File: src/rtl/upcounter_sequencer_pkg.sv
// ============================================================================
//  upcounter_sequencer_pkg
//  Shared state encoding and default widths for the counter sequencer.
//  Rev 1.0
// ============================================================================
`default_nettype none

package upcounter_sequencer_pkg;

  localparam int DEF_WIDTH = 4;
  localparam int DEF_PERW  = 8;

  typedef enum logic [1:0] {
    ST_IDLE  = 2'd0,
    ST_CLEAR = 2'd1,
    ST_RUN   = 2'd2,
    ST_PAUSE = 2'd3
  } seq_state_e;

endpackage : upcounter_sequencer_pkg

`default_nettype wire

File: src/rtl/upcounter_sequencer.sv
// ============================================================================
//  upcounter_sequencer
//  Drives clear/enable of an external up-counter, pulses done at the latched
//  terminal count, one-shot or auto-reload, and counts completed periods.
//  Rev 1.0
// ============================================================================
`default_nettype none

module upcounter_sequencer
  import upcounter_sequencer_pkg::*;
#(
  parameter int WIDTH = DEF_WIDTH,
  parameter int PERW  = DEF_PERW
) (
  input  logic             clk,
  input  logic             reset,
  input  logic             start,
  input  logic             pause,
  input  logic             abort,
  input  logic             auto_reload,
  input  logic [WIDTH-1:0] terminal,
  input  logic [WIDTH-1:0] count_in,
  output logic             cnt_clr,
  output logic             cnt_en,
  output logic             busy,
  output logic             done,
  output logic [PERW-1:0]  periods
);

  seq_state_e       state_q, state_d;
  logic [WIDTH-1:0] term_q, term_d;
  logic             reload_q, reload_d;
  logic [PERW-1:0]  periods_q, periods_d;
  logic             busy_q;

  logic hit;
  logic abort_now;

  assign hit       = (count_in == term_q);
  assign abort_now = abort && (state_q != ST_IDLE);

  always_comb begin
    state_d   = state_q;
    term_d    = term_q;
    reload_d  = reload_q;
    periods_d = periods_q;
    if (abort_now) begin
      state_d = ST_IDLE;
    end else begin
      case (state_q)
        ST_IDLE: begin
          if (start && !abort) begin
            state_d   = ST_CLEAR;
            term_d    = terminal;
            reload_d  = auto_reload;
            periods_d = '0;
          end
        end
        ST_CLEAR: state_d = ST_RUN;
        ST_RUN: begin
          // A terminal hit wins over a simultaneous pause request.
          if (hit) begin
            periods_d = periods_q + PERW'(1);
            if (!reload_q) state_d = ST_IDLE;
          end else if (pause) begin
            state_d = ST_PAUSE;
          end
        end
        ST_PAUSE: begin
          if (!pause) state_d = ST_RUN;
        end
        default: state_d = ST_IDLE;
      endcase
    end
  end

  always_ff @(posedge clk) begin
    if (reset) begin
      state_q   <= ST_IDLE;
      term_q    <= '0;
      reload_q  <= 1'b0;
      periods_q <= '0;
      busy_q    <= 1'b0;
    end else begin
      state_q   <= state_d;
      term_q    <= term_d;
      reload_q  <= reload_d;
      periods_q <= periods_d;
      busy_q    <= (state_d != ST_IDLE);
    end
  end

  // Reset and abort both force a counter clear so the datapath restarts at 0.
  always_comb begin
    cnt_clr = 1'b0;
    cnt_en  = 1'b0;
    done    = 1'b0;
    case (state_q)
      ST_CLEAR: cnt_clr = 1'b1;
      ST_RUN: begin
        if (hit) begin
          done    = 1'b1;
          cnt_clr = reload_q;
        end else begin
          cnt_en = !pause;
        end
      end
      default: ;
    endcase
    if (abort_now || reset) begin
      cnt_clr = 1'b1;
      cnt_en  = 1'b0;
      done    = 1'b0;
    end
  end

  assign busy    = busy_q;
  assign periods = periods_q;

endmodule : upcounter_sequencer

`default_nettype wire

File: config.mk
export PLATFORM = sky130hd
export DESIGN_NAME = upcounter_sequencer
export DESIGN_NICKNAME = d
export VERILOG_FILES = /design/src/rtl/upcounter_sequencer_pkg.sv /design/src/rtl/upcounter_sequencer.sv
export SDC_FILE = /design/constraint.sdc
export NUM_CORES = 1
export LEC_CHECK = 0
export CAP_MARGIN = 5
export CORE_ASPECT_RATIO = 1.2
export CORE_MARGIN = 2
export CORE_UTILIZATION = 45
export CTS_CLUSTER_SIZE = 8
export DETAILED_ROUTE_END_ITERATION = 16
export PLACE_DENSITY = 0.76
export SYNTH_ARGS = -nofsm -noshare
export SYNTH_HDL_FRONTEND = slang
export SYNTH_SLANG_ARGS = --single-unit
File: constraint.sdc
create_clock -name clk -period 3.6 [get_ports clk]
set_clock_uncertainty 0.05 [all_clocks]
set_input_delay 0.72 -clock clk [delete_from_list [all_inputs] [get_ports clk]]
set_output_delay 0.72 -clock clk [all_outputs]
set_load 0.02 [all_outputs]
# --- Word level (Yosys, flattened, before mapping) ---
# Index checks and enable logic that the tools add are counted.
classes:
  n_eq_ne: 6
  bitwise: 1
  add_sub_neg: 1
  mux: 19
  reduce_logical: 11
op_table:
  columns: ["operator", "count"]
  rows:
  - ["$mux 8", 2]
  - ["$pmux 8 s2", 1]
  - ["$mux 2", 6]
  - ["$add 8x1->8 const B", 1]
  - ["$mux 1", 8]
  - ["$pmux 2 s4", 1]
  - ["$reduce_bool 2->1", 3]
  - ["$eq 2x2->1 const B", 2]
  - ["$eq 4x4->1", 1]
  - ["$ne 2x2->1 const B", 2]
  - ["$reduce_and 4->1", 1]
  - ["$reduce_and 3->1", 1]
  - ["$eq 2x1->1 const B", 1]
  - ["$logic_and 1x1->1", 2]
  - ["$logic_not 1->1", 2]
  - ["$logic_not 2->1", 1]
  - ["$pmux 1 s2", 1]
  - ["$logic_or 1x1->1", 1]
  - ["$not 1->1", 1]
totals:
  out_inout_bits: 12
  ff_bits: 16
  wordCells: 43

# --- Depth between registers and ports, before layout ---
# Gate-level depths: netlist of run 1.
depth:
  word_depth: 6
  ltp_mapped: 8

# --- Worst setup path after synthesis of run 1 ---
# OpenSTA, ideal clock, no wires.
synth_timing:
  path_type: "input-to-output"
  from: "input port reset"
  to: "output port cnt_en"
  arrival_time_ps: 1778
  slack_ps: 1052
  cell_stages: 3
  required_time_ps: 2830
  path_cell_list: "clkbuf_1 a21o_1 nor4_1"
synth_via:
  elab_chain_len: 2
synth_rtl:
  columns: ["element", "line", "text"]
  rows:
  - ["start, declared", "upcounter_sequencer.sv:16", "input logic reset,"]
  - ["$logic_or 1x1->1", "upcounter_sequencer.sv:110", "if (abort_now || reset) begin"]
  - ["$mux 1", "upcounter_sequencer.sv:110", null]
  - ["end, declared", "upcounter_sequencer.sv:24", "output logic cnt_en,"]
# No other way between the ends.

# --- Final worst setup path of run 1 ---
layout_timing:
  from: "input port count_in[2]"
  to: "output port cnt_clr"
layout_via:
  elab_chain_len: 4
layout_rtl:
  columns: ["element", "line", "text"]
  rows:
  - ["start, declared", "upcounter_sequencer.sv:22", "input logic [WIDTH-1:0] count_in,"]
  - ["$eq 4x4->1", "upcounter_sequencer.sv:39", "assign hit = (count_in == term_q);"]
  - ["$mux 1", "upcounter_sequencer.sv:101", "if (hit) begin"]
  - ["$pmux 1 s2", "upcounter_sequencer.sv:98", "case (state_q)"]
  - ["$mux 1", "upcounter_sequencer.sv:110", null]
  - ["end, declared", "upcounter_sequencer.sv:23", "output logic cnt_clr,"]
# No other way between the ends.

==> out/summary.txt, run 1 <==
outcome: complete, no violations
chip height: 54.3 µm
grt total ovfl: 0
pin count of the biggest net entering global routing: 16
Post-synth EDFFs: 0
register bit count reported by yosys: 16
crit start category: primary input
Final WS setup: 0.223 ns
vias in the first global route: 825
distinct cell type count after synthesis: 37
CP Data Required Time: 2.83 ns
GPL Wtd Cong: 0.799
Post-synth top flop: dfxtp_1
HPWL after detailed placement: 1550 µm
clock tree sinks: 16
final WL: 2040 µm
all-layer global routing usage: 17.6%
Worst Hold Class: reg -> reg
hold buffers post-CTS: 0
fin area: 1220 µm²
Synth async-reset ratio: 0%
average cell area after synthesis: 8.33 µm²
commonest non-fill, non-tap cell in the layout: clkdlybuf4s50_1
Synth Cell Area: 950 µm²
Synthesis Warnings: 0
Flop pwr share: 41.7%
Worst Tran Pin Value: 0.682 ns
fin. max-slew vios: 0
die area: 2500 µm²
Cells after Synth: 114
Pwr Density: 411 nW/µm²
global-route wire length before repair: 3280 µm
CTS Buffer Depth: 2
Worst-path clk slew: 0.08 ns
routed length per instance: 13.0 µm
clock root buffer: clkbuf_4
Area Overhead vs Synth: 28.3%
Combinational Power Share: 40.4%
Seq/Total Area, Yosys: 33.7%
H-tree depth: 1
RSZ-0062 raised after global routing: false
Clock Power Share: 17.9%
initial core utilization: 46.9%
Crit. End Element: output port
# rows: 18
placed standard-cell area: 1200 µm²
CTS tree: done
Slew Limit Headroom: 54.0%
antenna violations before repair: 0
peak supply drop: 0.279 mV
NetSw: 0.179 mW
Nets: 158
net switching share of the total power: 35.7%
period utilisation layout: 93.8%
most frequent cells in the layout: 25 x clkdlybuf4s50_1, 16 x dfxtp_1, 15 x a21oi_1
DR vias: 957
worst-path fanout max: 3
layout cells sized above 1: 5.11%
final setup fails: 0
Die W: 45.9 µm
buffers added on ports: 25
# Post-CTS Setup Buffers: 0
Tmin final: 3.38 ns
max-cap violations: 0
Multi-input gate area: 567 µm²
CTS-repair resized insts: 0
highest clock rate: 296 MHz
Filler cells: 192
Routed Antenna Nets: 0
setup_tns: 0 ns
crit path kind: in -> out
# DRC: 0
Int Pwr: 0.322 mW
1st-iter DRT viols: 33
Worst-Skew Late Latency: 0.28 ns
Antenna diodes: 0
total CTS buffers: 3
core box area: 2030 µm²
DP Worst Slack: 0.253 ns
critical path data arrival time: 2.61 ns
Post-Syn Nets: 133
P_leak: 0.416 nW
DR vias/cell: 6.10
final hold vios: 0
Reg area: 320 µm²
first drt pass iteration count: 4
I/O pin count: 26
## stage by stage
| step | hold slack, ns | utilization (%) | total power, mW | std cells |
|---|---|---|---|---|
| CTS | 0.423 | 60.1 | 0.503 | 157 |
| global route | 0.448 | 60.1 | 0.535 | 157 |
| global placement | 0.408 | 59.0 | 0.409 | 154 |
| finish | 0.422 | 60.1 | 0.501 | 157 |
| detailed placement | 0.411 | 59.0 | 0.413 | 154 |
| floorplan | 0.399 | - | 0.362 | 114 |
## power by group through the flow
stage	Combinational [mW]	Sequential, mW	Clock [mW]
CTS	0.202	0.209	0.0925
detailed placement	0.201	0.213	0
floorplan	0.145	0.216	0
finish	0.202	0.209	0.0900
global route	0.224	0.211	0.0998
global placement	0.197	0.212	0
## sequential cells by signal, summed over array words and instances (netlist names)
signal    flops
state_q       2
reload_q      1
term_q        4
periods       8
busy          1
## logic make-up after synthesis
logic type | Yosys count | synth area share (%)
AO/OA/AOI/OAI | 35 | 24.1
XOR/XNOR | 4 | 4.48
adder cells (fa/ha/maj) | 5 | 6.59
buffers and inverters | 13 | 6.59
flip-flops | 16 | 33.7
multiplexers | 1 | 1.05
AND/OR/NAND/NOR | 40 | 23.5
## layer usage
metal	part of all wire [%]	wire, µm	track usage, %	up-vias
li1	-	-	-	474
met4	2.1	42	7.62	0
met3	4.6	93	2.64	7
met2	50	1020	30.6	33
met5	0	0	0	-
met1	44	890	20.9	443
## cell usage after synthesis (all sizes together), types with 2 or more instances
library cell / number / area [µm²]
a21oi: 15 / 75.1
and4: 2 / 18.8
buf: 3 / 23.8
clkbuf: 3 / 12.5
dfxtp: 16 / 320
ha: 5 / 62.6
inv: 7 / 26.3
nand2: 14 / 52.6
nand3: 2 / 10.0
nand4: 4 / 25.0
nor2: 2 / 7.51
nor2b: 2 / 12.5
nor3: 2 / 10.0
o21ai: 5 / 25.0
o31ai: 6 / 45.0
or4: 7 / 52.6
xnor2: 4 / 42.6
## final timing paths
check	to	slack (ns)	from	depth (start not counted)
worst max-delay path	cnt_clr	0.22	count_in[2]	6
worst min-delay path	term_q[0]	0.42	term_q[0]	2
worst min register to register	term_q[0]	0.42	term_q[0]	2
worst max register to register	periods[5]	1.42	state_q[0]	6
## final cells by class
cell class / count / area share, %
clock buffers: 3 / 1.85
inverters: 7 / 2.16
multi-input cells: 85 / 46.5
flip-flops and latches: 16 / 26.3
well taps: 20 / 2.05
repair buffers: 26 / 21.1
## critical path, cell delays in order
cell and delay (ns):
clkdlybuf4s50_1 0.42, xnor2_1 0.27, and4_2 0.32, a31oi_1 0.09, o21ai_0 0.16, clkdlybuf4s50_1 0.63
Note: power is estimated with default switching activity, not from simulation.
==> run 2, diff against run 1 <==
- CAP_MARGIN: 5 -> 20
- CELL_PAD_IN_SITES_DETAIL_PLACEMENT: not set -> 0
- CELL_PAD_IN_SITES_GLOBAL_PLACEMENT: not set -> 1
- CORE_UTILIZATION: 45 -> 37
- PLACE_DENSITY: 0.76 -> 0.84
- TNS_END_PERCENT: not set -> 10
==> out/summary.txt, run 2 (same netlist as run 1, synthesis figures left out) <==
outcome: complete, no violations (unchanged)
fin. max-slew vios: 0 (unchanged)
worst-path fanout max: 3 (unchanged)
Multi-input gate area: 567 µm² (unchanged)
first drt pass iteration count: 4 (unchanged)
Final WS setup: 0.268 ns (was 0.223 ns)
Reg2Reg Setup Slack: 1.40 ns (was 1.42 ns)
most frequent cells in the layout: 25 x clkdlybuf4s50_1, 16 x dfxtp_1, 15 x a21oi_1 (unchanged)
antenna violations before repair: 0 (unchanged)
min-delay src: term_q[0] (unchanged)
1st-iter DRT viols: 16 (was 33)
placed insts: 169 (was 154)
final hold vios: 0 (unchanged)
DR vias: 968 (was 957)
initial core utilization: 38.3% (was 46.9%)
Slew Limit Headroom: 49.7% (was 54.0%)
max FFs per register: 8 (unchanged)
Worst-path clk slew: 0.09 ns (was 0.08 ns)
buffers added on ports: 25 (unchanged)
final WL: 2200 µm (was 2040 µm)
Crit. End Element: output port (unchanged)
R2R cell count: 6 (unchanged)
crit start category: primary input (unchanged)
total CTS buffers: 3 (unchanged)
crit-path cells: clkdlybuf4s50_1, xnor2_1, and4_2, a31oi_1, o21ai_0, clkdlybuf4s50_1 (unchanged)
GR Layer Usage met3: 2.78% (was 2.64%)
vias in the first global route: 929 (was 825)
Routed Antenna Nets: 0 (unchanged)
P_leak: 0.425 nW (was 0.416 nW)
layout cells sized above 1: 6.47% (was 5.11%)
max-cap violations: 0 (unchanged)
# rows: 20 (was 18)
placed standard-cell area: 1230 µm² (was 1200 µm²)
pin count of the biggest net entering global routing: 16 (unchanged)
Worst Hold Class: reg -> reg (unchanged)
met2 Track Usage GR: 29.3% (was 30.6%)
peak supply drop: 0.245 mV (was 0.279 mV)
Die W: 50.2 µm (was 45.9 µm)
Filler cells: 258 (was 192)
clock root buffer: clkbuf_4 (unchanged)
H-tree depth: 1 (unchanged)
RSZ-0062 raised after global routing: false (unchanged)
Most Crowded Layer GR: met2 (unchanged)
Worst-Skew Late Latency: 0.28 ns (about the same)
fin util: 50.5% (was 60.1%)
routing usage on met1: 19.5% (was 20.9%)
Worst Tran Pin Value: 0.746 ns (was 0.682 ns)
CP peak stage delay: 0.62 ns (was 0.63 ns)
Antenna diodes: 0 (unchanged)
global-route wire length before repair: 3840 µm (was 3280 µm)
clock tree sinks: 16 (unchanged)
Hold Path Sink: term_q[0] (unchanged)
HPWL after detailed placement: 1720 µm (was 1550 µm)
worst r2r dst: periods[4] (was periods[5])
highest clock rate: 300 MHz (was 296 MHz)
hold-critical path depth: 2 (unchanged)
worst r2r src: state_q[0] (unchanged)
setup_tns: 0 ns (unchanged)
die area: 2990 µm² (was 2500 µm²)
# Post-CTS Setup Buffers: 0 (unchanged)
chip height: 59.5 µm (was 54.3 µm)
period utilisation layout: 92.6% (was 93.8%)
hold buffers post-CTS: 0 (unchanged)
Reg area: 320 µm² (unchanged)
CP Data Required Time: 2.83 ns (about the same)
commonest non-fill, non-tap cell in the layout: clkdlybuf4s50_1 (unchanged)
all-layer global routing usage: 16.8% (was 17.6%)
critical path data arrival time: 2.56 ns (was 2.61 ns)
grt total ovfl: 0 (unchanged)
DP Worst Slack: 0.257 ns (was 0.253 ns)
Tmin final: 3.33 ns (was 3.38 ns)
core box area: 2480 µm² (was 2030 µm²)
Finished Layout Cells: 172 (was 157)
DR vias/cell: 5.63 (was 6.10)
routed length per instance: 12.8 µm (was 13.0 µm)
CTS-repair resized insts: 0 (unchanged)
GPL Wtd Cong: 0.905 (was 0.799)
# DRC: 0 (unchanged)
fin area: 1250 µm² (was 1220 µm²)
Nets: 160 (was 158)
final setup fails: 0 (unchanged)
slowest stage cell, crit path: clkdlybuf4s50_1 (unchanged)
Top cell by count, worst path: clkdlybuf4s50_1 (unchanged)
CTS tree: done (unchanged)
CTS Buffer Depth: 2 (unchanged)
Pwr Density: 406 nW/µm² (was 411 nW/µm²)
crit path kind: in -> out (unchanged)
I/O pin count: 26 (unchanged)
Area Overhead vs Synth: 31.6% (was 28.3%)
[run 2: layout make-up]
| type | count | share of cell area [%] |
|---|---|---|
| multi-input cells | 85 | 45.3 |
| flip-flops and latches | 16 | 25.6 |
| repair buffers | 28 | 21.8 |
| well taps | 33 | 3.30 |
| inverters | 7 | 2.10 |
| clock buffers | 3 | 1.80 |
[run 2: worst max path at each step]
stage                startpoint      end  slack, ns  depth (start not counted)
floorplan                 reset   cnt_en       1.05                          3
global placement    count_in[3]  cnt_clr       0.30                          6
detailed placement  count_in[0]  cnt_clr       0.26                          6
CTS                 count_in[0]  cnt_clr       0.25                          6
global route        count_in[0]  cnt_clr       0.12                          6
finish              count_in[0]  cnt_clr       0.27                          6
[run 2: per-stage QoR]
step	total power [mW]	hold WS (ns)
finish	0.508	0.430
global route	0.545	0.453
CTS	0.513	0.433
detailed placement	0.420	0.421
global placement	0.414	0.406
floorplan	0.362	0.399
[run 2: where the power goes]
| part | internal [mW] | switching [mW] |
|---|---|---|
| Combinational | 0.0921 | 0.114 |
| Sequential | 0.194 | 0.0162 |
| Clock | 0.0388 | 0.0523 |
| Total | 0.325 | 0.182 |
[run 2: per-layer routing]
| metal | vias up | wire length (µm) |
|---|---|---|
| met1 | 456 | 931 |
| met3 | 6 | 87 |
| li1 | 480 | - |
| met4 | 0 | 51 |
| met2 | 26 | 1130 |
| met5 | - | 0 |
[run 2: worst max-delay path, delay by kind of cell]
family | cells | cell delay (ns)
xor+xnor | 1 | 0.24
simple gates | 1 | 0.31
compound gates | 2 | 0.25
buf+inv | 2 | 1.04
